[src/rtl/pipe_stage_skid.sv]
// Pipeline stage register with valid/ready handshake, 2-entry skid buffer, synchronous flush
// and a saturating stall-cycle counter. Control bits are gated to zero on bubbles.
module pipe_stage_skid #(
    parameter int DATA_W = 104,
    parameter int CTRL_W = 4,
    parameter int CNT_W  = 16
) (
    input  logic              i_clk,
    input  logic              i_rst,
    input  logic              i_flush,
    input  logic              i_valid,
    output logic              o_ready,
    input  logic [DATA_W-1:0] i_data,
    input  logic [CTRL_W-1:0] i_ctrl,
    output logic              o_valid,
    input  logic              i_ready,
    output logic [DATA_W-1:0] o_data,
    output logic [CTRL_W-1:0] o_ctrl,
    output logic [1:0]        o_occupancy,
    output logic [CNT_W-1:0]  o_stall_cnt
);

    // Encoding doubles as the occupancy count exposed on o_occupancy.
    typedef enum logic [1:0] {
        ST_EMPTY = 2'd0,
        ST_ONE   = 2'd1,
        ST_FULL  = 2'd2
    } state_t;

    state_t              r_state;
    state_t              w_next;
    logic                r_ready;
    logic [DATA_W-1:0]   r_main_data;
    logic [CTRL_W-1:0]   r_main_ctrl;
    logic [DATA_W-1:0]   r_skid_data;
    logic [CTRL_W-1:0]   r_skid_ctrl;
    logic [CNT_W-1:0]    r_stall_cnt;
    logic                w_acc;
    logic                w_rel;
    logic                w_load_main_in;
    logic                w_load_main_skid;
    logic                w_load_skid;
    logic                w_stall;

    // Handshake: a transfer happens on a rising edge where valid and ready are both 1.
    // o_ready is a register output and never looks at i_ready.
    assign o_valid     = (r_state != ST_EMPTY);
    assign o_ready     = r_ready;
    assign w_acc       = i_valid & r_ready;
    assign w_rel       = o_valid & i_ready;
    assign w_stall     = o_valid & ~i_ready;
    assign o_data      = r_main_data;
    assign o_ctrl      = o_valid ? r_main_ctrl : '0;
    assign o_occupancy = r_state;
    assign o_stall_cnt = r_stall_cnt;

    always_comb begin
        w_next           = r_state;
        w_load_main_in   = 1'b0;
        w_load_main_skid = 1'b0;
        w_load_skid      = 1'b0;
        if (i_flush) begin
            w_next = ST_EMPTY;
        end else begin
            case (r_state)
                ST_EMPTY: begin
                    if (w_acc) begin
                        w_next         = ST_ONE;
                        w_load_main_in = 1'b1;
                    end
                end
                ST_ONE: begin
                    case ({w_acc, w_rel})
                        2'b11: w_load_main_in = 1'b1;
                        2'b10: begin
                            w_next      = ST_FULL;
                            w_load_skid = 1'b1;
                        end
                        2'b01: w_next = ST_EMPTY;
                        default: w_next = ST_ONE;
                    endcase
                end
                ST_FULL: begin
                    if (w_rel) begin
                        w_next           = ST_ONE;
                        w_load_main_skid = 1'b1;
                    end
                end
                default: w_next = ST_EMPTY;
            endcase
        end
    end

    always_ff @(posedge i_clk or negedge i_rst) begin
        if (!i_rst) begin
            r_state     <= ST_EMPTY;
            r_ready     <= 1'b1;
            r_main_data <= '0;
            r_main_ctrl <= '0;
            r_skid_data <= '0;
            r_skid_ctrl <= '0;
        end else begin
            r_state <= w_next;
            r_ready <= (w_next != ST_FULL);
            if (w_load_main_in) begin
                r_main_data <= i_data;
                r_main_ctrl <= i_ctrl;
            end else if (w_load_main_skid) begin
                r_main_data <= r_skid_data;
                r_main_ctrl <= r_skid_ctrl;
            end
            if (w_load_skid) begin
                r_skid_data <= i_data;
                r_skid_ctrl <= i_ctrl;
            end
        end
    end

    // Saturating stall counter; flush does not touch it, only reset clears it.
    always_ff @(posedge i_clk or negedge i_rst) begin
        if (!i_rst) begin
            r_stall_cnt <= '0;
        end else if (w_stall && (r_stall_cnt != {CNT_W{1'b1}})) begin
            r_stall_cnt <= r_stall_cnt + CNT_W'(1);
        end
    end

endmodule

[config.mk]
export PLATFORM = sky130hd
export DESIGN_NAME = pipe_stage_skid
export DESIGN_NICKNAME = d
export VERILOG_FILES = /design/src/rtl/pipe_stage_skid.sv
export SDC_FILE = /design/constraint.sdc
export NUM_CORES = 1
export LEC_CHECK = 0
export CELL_PAD_IN_SITES_DETAIL_PLACEMENT = 1
export CELL_PAD_IN_SITES_GLOBAL_PLACEMENT = 2
export CORE_ASPECT_RATIO = 2
export CORE_MARGIN = 2
export CORE_UTILIZATION = 25
export CTS_BUF_LIST = sky130_fd_sc_hd__clkbuf_8
export DETAILED_ROUTE_END_ITERATION = 12
export GPL_ROUTABILITY_DRIVEN = 0
export MAX_ROUTING_LAYER = met4
export PLACE_DENSITY_LB_ADDON = 0.1
export SKIP_LAST_GASP = 1
export SLEW_MARGIN = 0
export SYNTH_ARGS = -nofsm -noshare
export SYNTH_HDL_FRONTEND = slang
export SYNTH_SLANG_ARGS = --single-unit
[constraint.sdc]
create_clock -name i_clk -period 2.8 [get_ports i_clk]
set_clock_uncertainty 0.15 [all_clocks]
set_input_delay 0.7 -clock i_clk [delete_from_list [all_inputs] [get_ports i_clk]]
set_output_delay 0.7 -clock i_clk [all_outputs]
set_load 0.005 [all_outputs]
* Word level (Yosys, flattened, before mapping) *
Cells that the tools add are included.

word-level totals
  register bits after elaboration = 235
  input bits = 113
  output and inout bits = 128

cells by class
  add/subtract/negate cells = 1
  equal/unequal tests = 7
  multiplexer cells = 20
  bitwise operators = 4
  reductions and logical operators = 4

operators by type and width
  cell                                                              count
  104-bit two-way mux                                               2
  16-bit by 1-bit adder with 16-bit output (second input constant)  1
  16-bit inequality test (second input constant)                    1
  4-bit two-way mux                                                 3
  2-bit one-hot mux with 3 select lines                             2
  1-bit two-way mux                                                 9
  2-bit == test (second input constant)                             3
  2-bit two-way mux                                                 3
  2-bit by 1-bit == test with 1-bit output (second input constant)  2
  2-bit nonzero test                                                2
  1-bit AND                                                         3
  2-bit logical NOT                                                 1
  2-bit inequality test (second input constant)                     1
  1-bit one-hot mux with 2 select lines                             1
  1-bit logical AND                                                 1
  1-bit inverter                                                    1

* Longest topological paths before layout *
Gate-level depths: netlist of run 1.

  depth after elaboration = 7
  gate-level depth with buffers = 10

* Worst setup path after synthesis of run 1 *
OpenSTA, ideal clock, no wires.

  kind = register -> register
  start point = register r_state[1], in the netlist o_occupancy[1]
  end point = register r_skid_data[100]
  library setup time = 125 ps
  arrival time = 2260 ps
  required time = 2525 ps
  setup slack = 265 ps
  cell stages (with the launch flop) = 11
  period minus slack after synthesis = 2535 ps
  cell sequence = dfrtp_1 > buf_2 > nor2_1 > inv_1 > nand2_1 > ha_1 > nor4bb_1 > buf_2 > buf_2 > buf_2 > mux2_2

on the way
  longest elaborated chain between the ends = 6

ends and longest elaborated chain
  element                 line  source
  start, declared         30    state_t r_state;
  start signal, assigned  103   r_state <= w_next;
  2-bit nonzero test      47    assign o_valid = (r_state != ST_EMPTY);
  via o_valid             15    output logic o_valid,
  1-bit AND               50    assign w_rel = o_valid & i_ready;
  2-bit == test           73    case ({w_acc, w_rel})
  1-bit two-way mux       73
  1-bit two-way mux       65    case (r_state)
  1-bit two-way mux       62    if (i_flush) begin
  end signal, assigned    113   r_skid_data <= i_data;
  end, declared           35    logic [DATA_W-1:0] r_skid_data;

The timed path passes the listed nets, and every way through them passes these cells.
A chain may end at the register's enable or synchronous reset.

* Final worst setup path of run 1 *
  start point = register r_state[1], in the netlist o_occupancy[1]
  end point = output o_ctrl[3]

on the way
  longest elaborated chain between the ends = 2

ends and longest elaborated chain
  element             line  source
  2-bit nonzero test  47
  4-bit two-way mux   53    assign o_ctrl = o_valid ? r_main_ctrl : '0;
  end, declared       18    output logic [CTRL_W-1:0] o_ctrl,

Every way passes these cells.

==> results of run 1 <==
==> per-layer routing <==
layer	vias up	GRT usage
met5	-	-
met4	0	0.0529
met3	55	0.0390
met2	215	0.227
met1	3588	0.183
li1	3330	-
==> area by class of cell <==
cell class	count	area, µm²	area share
clock buffers	53	729	0.0509
multi-input cells	401	3520	0.246
inverters	109	409	0.0286
diodes	3	7.51	0.000524
repair buffers	286	3010	0.210
flip-flops and latches	235	5880	0.411
well taps	530	663	0.0463
clock inverters	17	108	0.00751
==> registers in the layout, indices dropped and copies added (netlist names) <==
| signal | flops |
|---|---|
| r_skid_ctrl | 4 |
| o_ready | 1 |
| r_main_ctrl | 4 |
| o_occupancy | 2 |
| o_stall_cnt | 16 |
| r_skid_data | 104 |
| o_data | 104 |
==> worst paths after layout <==
check / cells after the start / end / slack [ps] / start
hold reg to reg: 1 / o_stall_cnt[15] / 350 / o_stall_cnt[15]
min in group asynchronous: 2 / r_skid_data[85] / 480 / i_rst
hold / removal: 1 / o_stall_cnt[15] / 350 / o_stall_cnt[15]
setup reg to reg: 6 / r_skid_data[26] / 550 / o_ready
max in group asynchronous: 3 / o_data[30] / 1290 / i_rst
setup / recovery: 4 / o_ctrl[3] / 150 / o_occupancy[1]
==> cell usage after synthesis, types with 2 or more instances <==
cell type / number / share of area
nor3_1: 4 / 0.0020
nand4_1: 5 / 0.0031
nor4bb_1: 2 / 0.0020
o22ai_1: 108 / 0.067
ha_1: 2 / 0.0025
buf_8: 3 / 0.0045
mux2i_1: 108 / 0.11
nand2_1: 6 / 0.0022
nor2_1: 14 / 0.0052
inv_1: 109 / 0.041
nand3_1: 6 / 0.0030
clkbuf_1: 18 / 0.0067
xor2_1: 10 / 0.0087
buf_2: 18 / 0.0090
mux2_2: 111 / 0.12
nor4_1: 4 / 0.0025
or3_1: 2 / 0.0012
dfrtp_1: 234 / 0.58
xnor2_1: 3 / 0.0026
buf_4: 10 / 0.0075
a21oi_1: 2 / 0.00099
==> what timing repair did <==
item / CTS / global route
setup endpoints to repair: 0 / 0
endpoints found under the hold margin: 36 / 0
resized for setup: 0 / 0
hold buffers: 1 / 0
buffers inserted: 0 / 0
==> power breakdown <==
part	leakage, nW	switching [W]	internal, W	total, W
clock network	0.458	0.00148	0.00178	0.00326
registers	2.86	0.000725	0.00466	0.00538
logic	2.83	0.00142	0.00236	0.00378
==> kinds of logic (layout without fill, tap and decap cells) <==
group           after synthesis  count (layout)  share of synthesized area
compound gates              115             115                     0.0718
xor+xnor                     13              13                     0.0113
fa+ha+maj                     2               2                    0.00249
buf+inv                     158             465                     0.0683
flops                       235             235                      0.585
mux                         219             219                      0.232
other cells                   0               3                          0
simple gates                 52              52                     0.0298
==> metrics by stage <==
| step | total power [W] | std cells | TNS (ps) |
|---|---|---|---|
| floorplan | 0.00692 | 794 | 0 |
| global placement | 0.00917 | 1560 | -4300 |
| detailed placement | 0.00929 | 1560 | -4250 |
| CTS | 0.0127 | 1631 | 0 |
| global route | 0.0133 | 1634 | 0 |
| finish | 0.0124 | 1634 | 0 |
==> impl_metrics.toml, run 1 <==
[run_status]
status = "complete, no violations"

[timing]
clock.fmax_mhz = 378
grt_setup_unrepaired = "false"
hold_viol_final = 0
fin_ws_ps = 155
tightestPinTransition_ps = 448
hold-worst-slack_ps = 351
max_slew_margin = 0.701
min_period_over_period = 0.945
setup_violations = 0
period_minus_slack_ps = 2650
slew_violations = 0

[floorplanning]
coreArea_um2 = 39900
row_count = 104
start_util = 0.252
die_area_um2 = 42000
dieHeight_um = 288
num_io_pins = 241
fp.dieW_um = 146

[synth]
ys_types = 36
async_flop_share = 1.00
ys.flop_type = "dfrtp_1"
syn_inst = 794
synth_seq_cells = 235
yosys_warnings = 0
ys_seq_area_frac = 0.585
synthesis.nets = 909
avgSynthCellArea_um2 = 12.7
synth_edf_count = 0
synth_area_um2 = 10100

[critical_path]
worstPathBufferInverterCount = 2
path_cells = "nor2_1 > buf_4 > nor2_1 > clkdlybuf4s50_1"
worstPathArrival_ps = 1800
path_class = "flop to output pin"
max_stage_delay_ps = 490
critPathSlowestCell = "clkdlybuf4s50_1"
start_kind = "flop"
crit_fanout = 5
crit_top_cell = "nor2_1"
end_kind = "output pin"
critPathRequiredTime_ps = 1950
path_delay_family = "buffers and inverters"

[routing]
drt_iter0_drc = 151
routed-wl-met2_um = 13600
wl_per_cell_um = 18.1
top_layer = "met4"
wirelength_um = 29600
firstDrtPassIters = 4
vias = 7188
ant_nets = 0
remaining_drc_errors = 0
viasPerCell = 4.40
wl_met3_um = 1880
m1WireLength_um = 13200

[cells_and_area]
drive_above_1_share = 0.205
fin_nets = 1187
fin_util = 0.359
final_common_cell = "clkdlybuf4s50_1"
most-common-layout-cells = "239 x clkdlybuf4s50_1, 234 x dfrtp_1, 117 x inv_1, 111 x mux2_2"
fillCellCount = 4323
areaGrowthSynthToFinish_pct = 42.4
stdcell_area_um2 = 14300

[cts]
clk_latency_ps = 560
htree_levels = 2
clk_pin_slew_worst_paths_ps = 60
cts_num_sinks = 235
root_buffer = "clkbuf_8"
cts_made_buffers = 39
cts_tree = "done"
cts_buffer_depth = 3

[global_route]
grt.total_usage = 0.146
grt_pass1_vias = 8185
grt.overflow.total = 0
grt_max_degree = 82
grt_pass1_wl_um = 47300
antenna_found_initial = 3

[place]
hpwl_um = 19800
port_buffers = 240
dpl_worst_slack_ps = -83.2
placed_cell_area_um2 = 13500

[hold_path]
hp-class = "flop to flop"

[flow_run]
cap_viol_max_count = 0

[pwr]
leakage_nw = 6.14
irDropWorstVdd_v = 0.000337
power_density_nw_per_um2 = 867
Power figures use the tool's default switching activity.
==> run 2: changes to the inputs <==
Settings changed: CORE_UTILIZATION 25 to 30, GPL_TIMING_DRIVEN set to 0.
Clock period 2.8 ns to 2.2 ns, I/O delays scaled along.
==> run 2 against run 1 <==
  * The flow now finishes with violations (negative setup slack)
  * Flip-flop and latch count unchanged
  * Clock power up 20%
  * Worst hold slack worse by 67 ps
  * Sequential share of layout area down 2.9 points
  * Power up 30%
  * Die area down 16%
  * Clock-buffer cell count down 2
  * Routed wire length up 12%
==> impl_metrics.toml, run 2 (synthesis gave the netlist of run 1 again) <==
[global_route]
grt_pass1_vias = 8676
grt.total_usage = 0.192
antenna_found_initial = 3
grt.overflow.total = 0
grt_max_degree = 111
grt_pass1_wl_um = 51000

[cts]
root_buffer = "clkbuf_8"
clk_latency_ps = 540
clk_pin_slew_worst_paths_ps = 60
htree_levels = 2
cts_made_buffers = 38
cts_buffer_depth = 3
cts_tree = "done"
cts_num_sinks = 235

[pwr]
leakage_nw = 7.13
irDropWorstVdd_v = 0.000480
power_density_nw_per_um2 = 1050

[routing]
ant_nets = 0
routed-wl-met2_um = 18700
firstDrtPassIters = 4
wirelength_um = 33200
top_layer = "met4"
wl_met3_um = 1780
viasPerCell = 4.72
remaining_drc_errors = 0
m1WireLength_um = 11800
wl_per_cell_um = 20.6
vias = 7582
drt_iter0_drc = 182

[run_status]
status = "finished with violations"
violations = "negative setup slack"

[timing]
min_period_over_period = 1.07
setup_violations = 113
hold_viol_final = 0
clock.fmax_mhz = 424
fin_ws_ps = -157
slew_violations = 0
period_minus_slack_ps = 2360
tightestPinTransition_ps = 641
max_slew_margin = 0.573
grt_setup_unrepaired = "true"

[critical_path]
start_kind = "input port"
crit_fanout = 6
end_kind = "flop"
worstPathArrival_ps = 2630
path_class = "input port to flop"
critPathRequiredTime_ps = 2470

[floorplanning]
row_count = 94
dieHeight_um = 263
num_io_pins = 241
fp.dieW_um = 133
start_util = 0.306
coreArea_um2 = 32900
die_area_um2 = 35100

[flow_run]
cap_viol_max_count = 0

[place]
port_buffers = 240
placed_cell_area_um2 = 13100
hpwl_um = 21000
placedCellCount = 1468

[cells_and_area]
stdcell_area_um2 = 15400
fin_cells = 1608
most-common-layout-cells = "225 x dfrtp_1, 203 x clkdlybuf4s50_1, 123 x inv_1, 108 x mux2i_1, 102 x o22ai_1"
fin_nets = 1258
areaGrowthSynthToFinish_pct = 53.4
final_common_cell = "dfrtp_1"
drive_above_1_share = 0.271
fillCellCount = 3446

[hold_path]
hp-class = "input port to asynchronous set/reset pin"
-- run 2: path summary, 6_finish.rpt --
check	cells after the start	to	startpoint	slack, ps
max	9	r_skid_data[86]	i_valid	-160
min	2	o_data[61]	i_rst	280
max reg2reg	11	r_skid_data[86]	o_occupancy[1]	-120
min reg2reg	1	o_stall_cnt[0]	o_stall_cnt[0]	360
max in group asynchronous	4	o_data[52]	i_rst	230
min in group i_clk	1	o_stall_cnt[0]	o_stall_cnt[0]	360
-- run 2: per-layer routing --
| metal | GRT usage | up-vias |
|---|---|---|
| met3 | 0.0474 | 44 |
| li1 | - | 3484 |
| met1 | 0.193 | 3862 |
| met4 | 0.0589 | 0 |
| met2 | 0.359 | 192 |
| met5 | - | - |
-- run 2: what timing repair did --
action                                  4_1_cts  5_1_grt
endpoints found under the hold margin        21        0
hold buffers                                  1        0
endpoints found under the setup margin      249      247
gates resized for setup                     178      143
pin swaps                                     5        4
buffers inserted                             51       17
gates cloned                                 11        3
-- run 2: cell type report --
cell class              count  area (µm²)  share of cell area
clock inverters            19        76.3             0.00495
flip-flops and latches    235        5890               0.382
multi-input cells         401        3930               0.255
well taps                 432         541              0.0350
diodes                      3        7.51            0.000487
inverters                 109         409              0.0265
plain buffers              40         440              0.0285
clock buffers              51         702              0.0455
repair buffers            318        3430               0.222
-- run 2: worst max-delay path, stage by stage --
cell             delay, ps
clkdlybuf4s50_1        580
and2_1                 240
ha_4                   150
nor4bb_4               230
buf_6                  210
buf_12                 150
buf_12                 110
buf_16                 120
mux2_4                 290
-- run 2: where the power goes --
group | internal, W | switching, W | leakage (nW) | total [W]
clock | 0.00207 | 0.00183 | 0.462 | 0.00390
combinational | 0.00341 | 0.00199 | 3.82 | 0.00541
sequential | 0.00593 | 0.000927 | 2.85 | 0.00686
-- run 2: stage by stage --
step	worst slack [ps]	total power [W]	hold WS, ps	utilization	setup TNS (ps)
detailed placement	-1150	0.0118	247	0.398	-198060
global placement	-10530	0.0116	334	0.396	-2653230
floorplan	55.9	0.00881	104	-	0
finish	-157	0.0162	284	0.469	-8730
CTS	-185	0.0162	250	0.458	-17930
global route	-208	0.0172	268	0.469	-16660
==> run 3: changes to the inputs <==
Settings changed: CORE_UTILIZATION 30 to 31.
==> run 3 against run 2 <==
  * Clock-buffer cell count fell by 6
  * Largest power group unchanged
  * Sequential power barely moved
  * Die area decreased by 3.2%
  * Sequential share of layout area down 1.1 points
  * The flow still finishes with violations (negative setup slack)
  * Highest routed layer unchanged
  * Global-route usage up 0.079 points
==> impl_metrics.toml, run 3 (synthesis gave the netlist of run 1 again) <==
[run_status]
status = "finished with violations"
violations = "negative setup slack"

[cts]
clk_pin_slew_worst_paths_ps = 60
clk_latency_ps = 540
cts_made_buffers = 38
cts_tree = "done"
cts_num_sinks = 235
htree_levels = 2
cts_buffer_depth = 3
root_buffer = "clkbuf_8"

[place]
placed_cell_area_um2 = 13100
hpwl_um = 20700
placedCellCount = 1463
port_buffers = 240

[critical_path]
crit_top_cell = "buf_12"
crit_fanout = 5
start_kind = "flop"
critPathSlowestCell = "dfrtp_1"
worstPathArrival_ps = 2600
path_delay_family = "buffers and inverters"
worstPathBufferInverterCount = 7
max_stage_delay_ps = 380
path_class = "flop to flop"
critPathRequiredTime_ps = 2470
end_kind = "flop"
path_cells = "buf_6 > nor2_4 > inv_2 > nand2_2 > ha_4 > nor4bb_4 > buf_6 > buf_12 > buf_12 > buf_12 > buf_16 > mux2_4"

[flow_run]
cap_viol_max_count = 0

[routing]
wl_met3_um = 1630
m1WireLength_um = 11600
wirelength_um = 32700
viasPerCell = 4.72
wl_per_cell_um = 20.3
firstDrtPassIters = 4
drt_iter0_drc = 171
top_layer = "met4"
routed-wl-met2_um = 18800
vias = 7595
remaining_drc_errors = 0
ant_nets = 0

[hold_path]
hp-class = "flop to flop"

[floorplanning]
coreArea_um2 = 32100
num_io_pins = 241
row_count = 93
start_util = 0.313
fp.dieW_um = 131
dieHeight_um = 259
die_area_um2 = 34000

[pwr]
power_density_nw_per_um2 = 1040
irDropWorstVdd_v = 0.000588
leakage_nw = 7.27

[timing]
hold-worst-slack_ps = 348
period_minus_slack_ps = 2340
fin_tns_setup_ps = -6720
fin_ws_ps = -136
slew_violations = 0
setup_violations = 93
grt_setup_unrepaired = "true"
max_slew_margin = 0.602
clock.fmax_mhz = 428
min_period_over_period = 1.06
hold_viol_final = 0
tightestPinTransition_ps = 597

[cells_and_area]
most-common-layout-cells = "227 x dfrtp_1, 203 x clkdlybuf4s50_1, 120 x inv_1, 103 x mux2i_1, 99 x o22ai_1"
fillCellCount = 3347
drive_above_1_share = 0.287
fin_cells = 1610
final_common_cell = "dfrtp_1"
areaGrowthSynthToFinish_pct = 57.9
stdcell_area_um2 = 15900
fin_nets = 1273

[global_route]
grt_max_degree = 110
grt_pass1_vias = 8530
antenna_found_initial = 1
grt.overflow.total = 0
grt.total_usage = 0.193
grt_pass1_wl_um = 49400
==> run 3: cell types whose count changed in the layout (fill, tap and decap cells not counted), moves of 4 or more <==
| cell | before | now |
|---|---|---|
| buf_12 | 17 | 37 |
| buf_8 | 11 | 5 |
| mux2i_2 | 0 | 4 |
| mux2i_1 | 108 | 103 |
| buf_4 | 41 | 47 |
| clkbuf_4 | 1 | 6 |
| clkbuf_8 | 53 | 48 |
| clkbuf_2 | 12 | 2 |
| buf_2 | 7 | 1 |
==> run 3: worst paths after layout <==
kind	depth (start not counted)	slack, ps	start	to
worst max-delay path	12	-140	o_occupancy[0]	r_skid_data[79]
worst min-delay path	1	350	o_stall_cnt[0]	o_stall_cnt[0]
worst max register to register	12	-140	o_occupancy[0]	r_skid_data[79]
worst min register to register	1	350	o_stall_cnt[0]	o_stall_cnt[0]
max in group asynchronous	4	260	i_rst	r_skid_data[12]
min in group asynchronous	2	360	i_rst	r_skid_data[60]
==> run 3: layout make-up <==
class / count / area (µm²) / area share
plain buffers: 41 / 559 / 0.0352
clock inverters: 19 / 158 / 0.00993
well taps: 427 / 534 / 0.0336
repair buffers: 332 / 3710 / 0.233
multi-input cells: 401 / 4000 / 0.252
flip-flops and latches: 235 / 5890 / 0.371
diodes: 1 / 2.50 / 0.000158
inverters: 109 / 409 / 0.0258
clock buffers: 45 / 619 / 0.0390
==> run 3: where the power goes <==
group	leakage (nW)	switching (W)	internal, W
combinational	3.98	0.00205	0.00356
sequential	2.85	0.000918	0.00593
clock	0.442	0.00179	0.00220
==> run 3: what timing repair did <==
action / CTS / global route
cloned: 15 / 5
setup buffers: 61 / 18
hold endpoints to repair: 50 / 0
setup endpoints to repair: 251 / 242
hold buffers: 1 / 0
gates resized for setup: 169 / 182
pin swaps: 4 / 5
==> run 3: metrics by stage <==
step           setup WS [ps]  total power, W  utilization
2_1_floorplan           55.9         0.00881            -
3_3_place_gp          -10600          0.0116        0.406
3_5_place_dp           -1180          0.0118        0.407
4_1_cts                 -194          0.0163        0.477
5_1_grt                 -221          0.0175        0.495
6_report                -136          0.0165        0.495
==> run 3: per-layer routing <==
layer | vias up | GRT usage
met5 | - | -
met4 | 0 | 0.0568
met3 | 43 | 0.0432
met2 | 186 | 0.377
met1 | 3859 | 0.186
li1 | 3507 | -
==> run 3: worst reg2reg max path: cells and delay by family, from the launching register on <==
kind,cells,cell delay [ps]
flops,1,380
fa+ha+maj,1,130
buf+inv,7,800
simple gates,3,460
mux,1,300
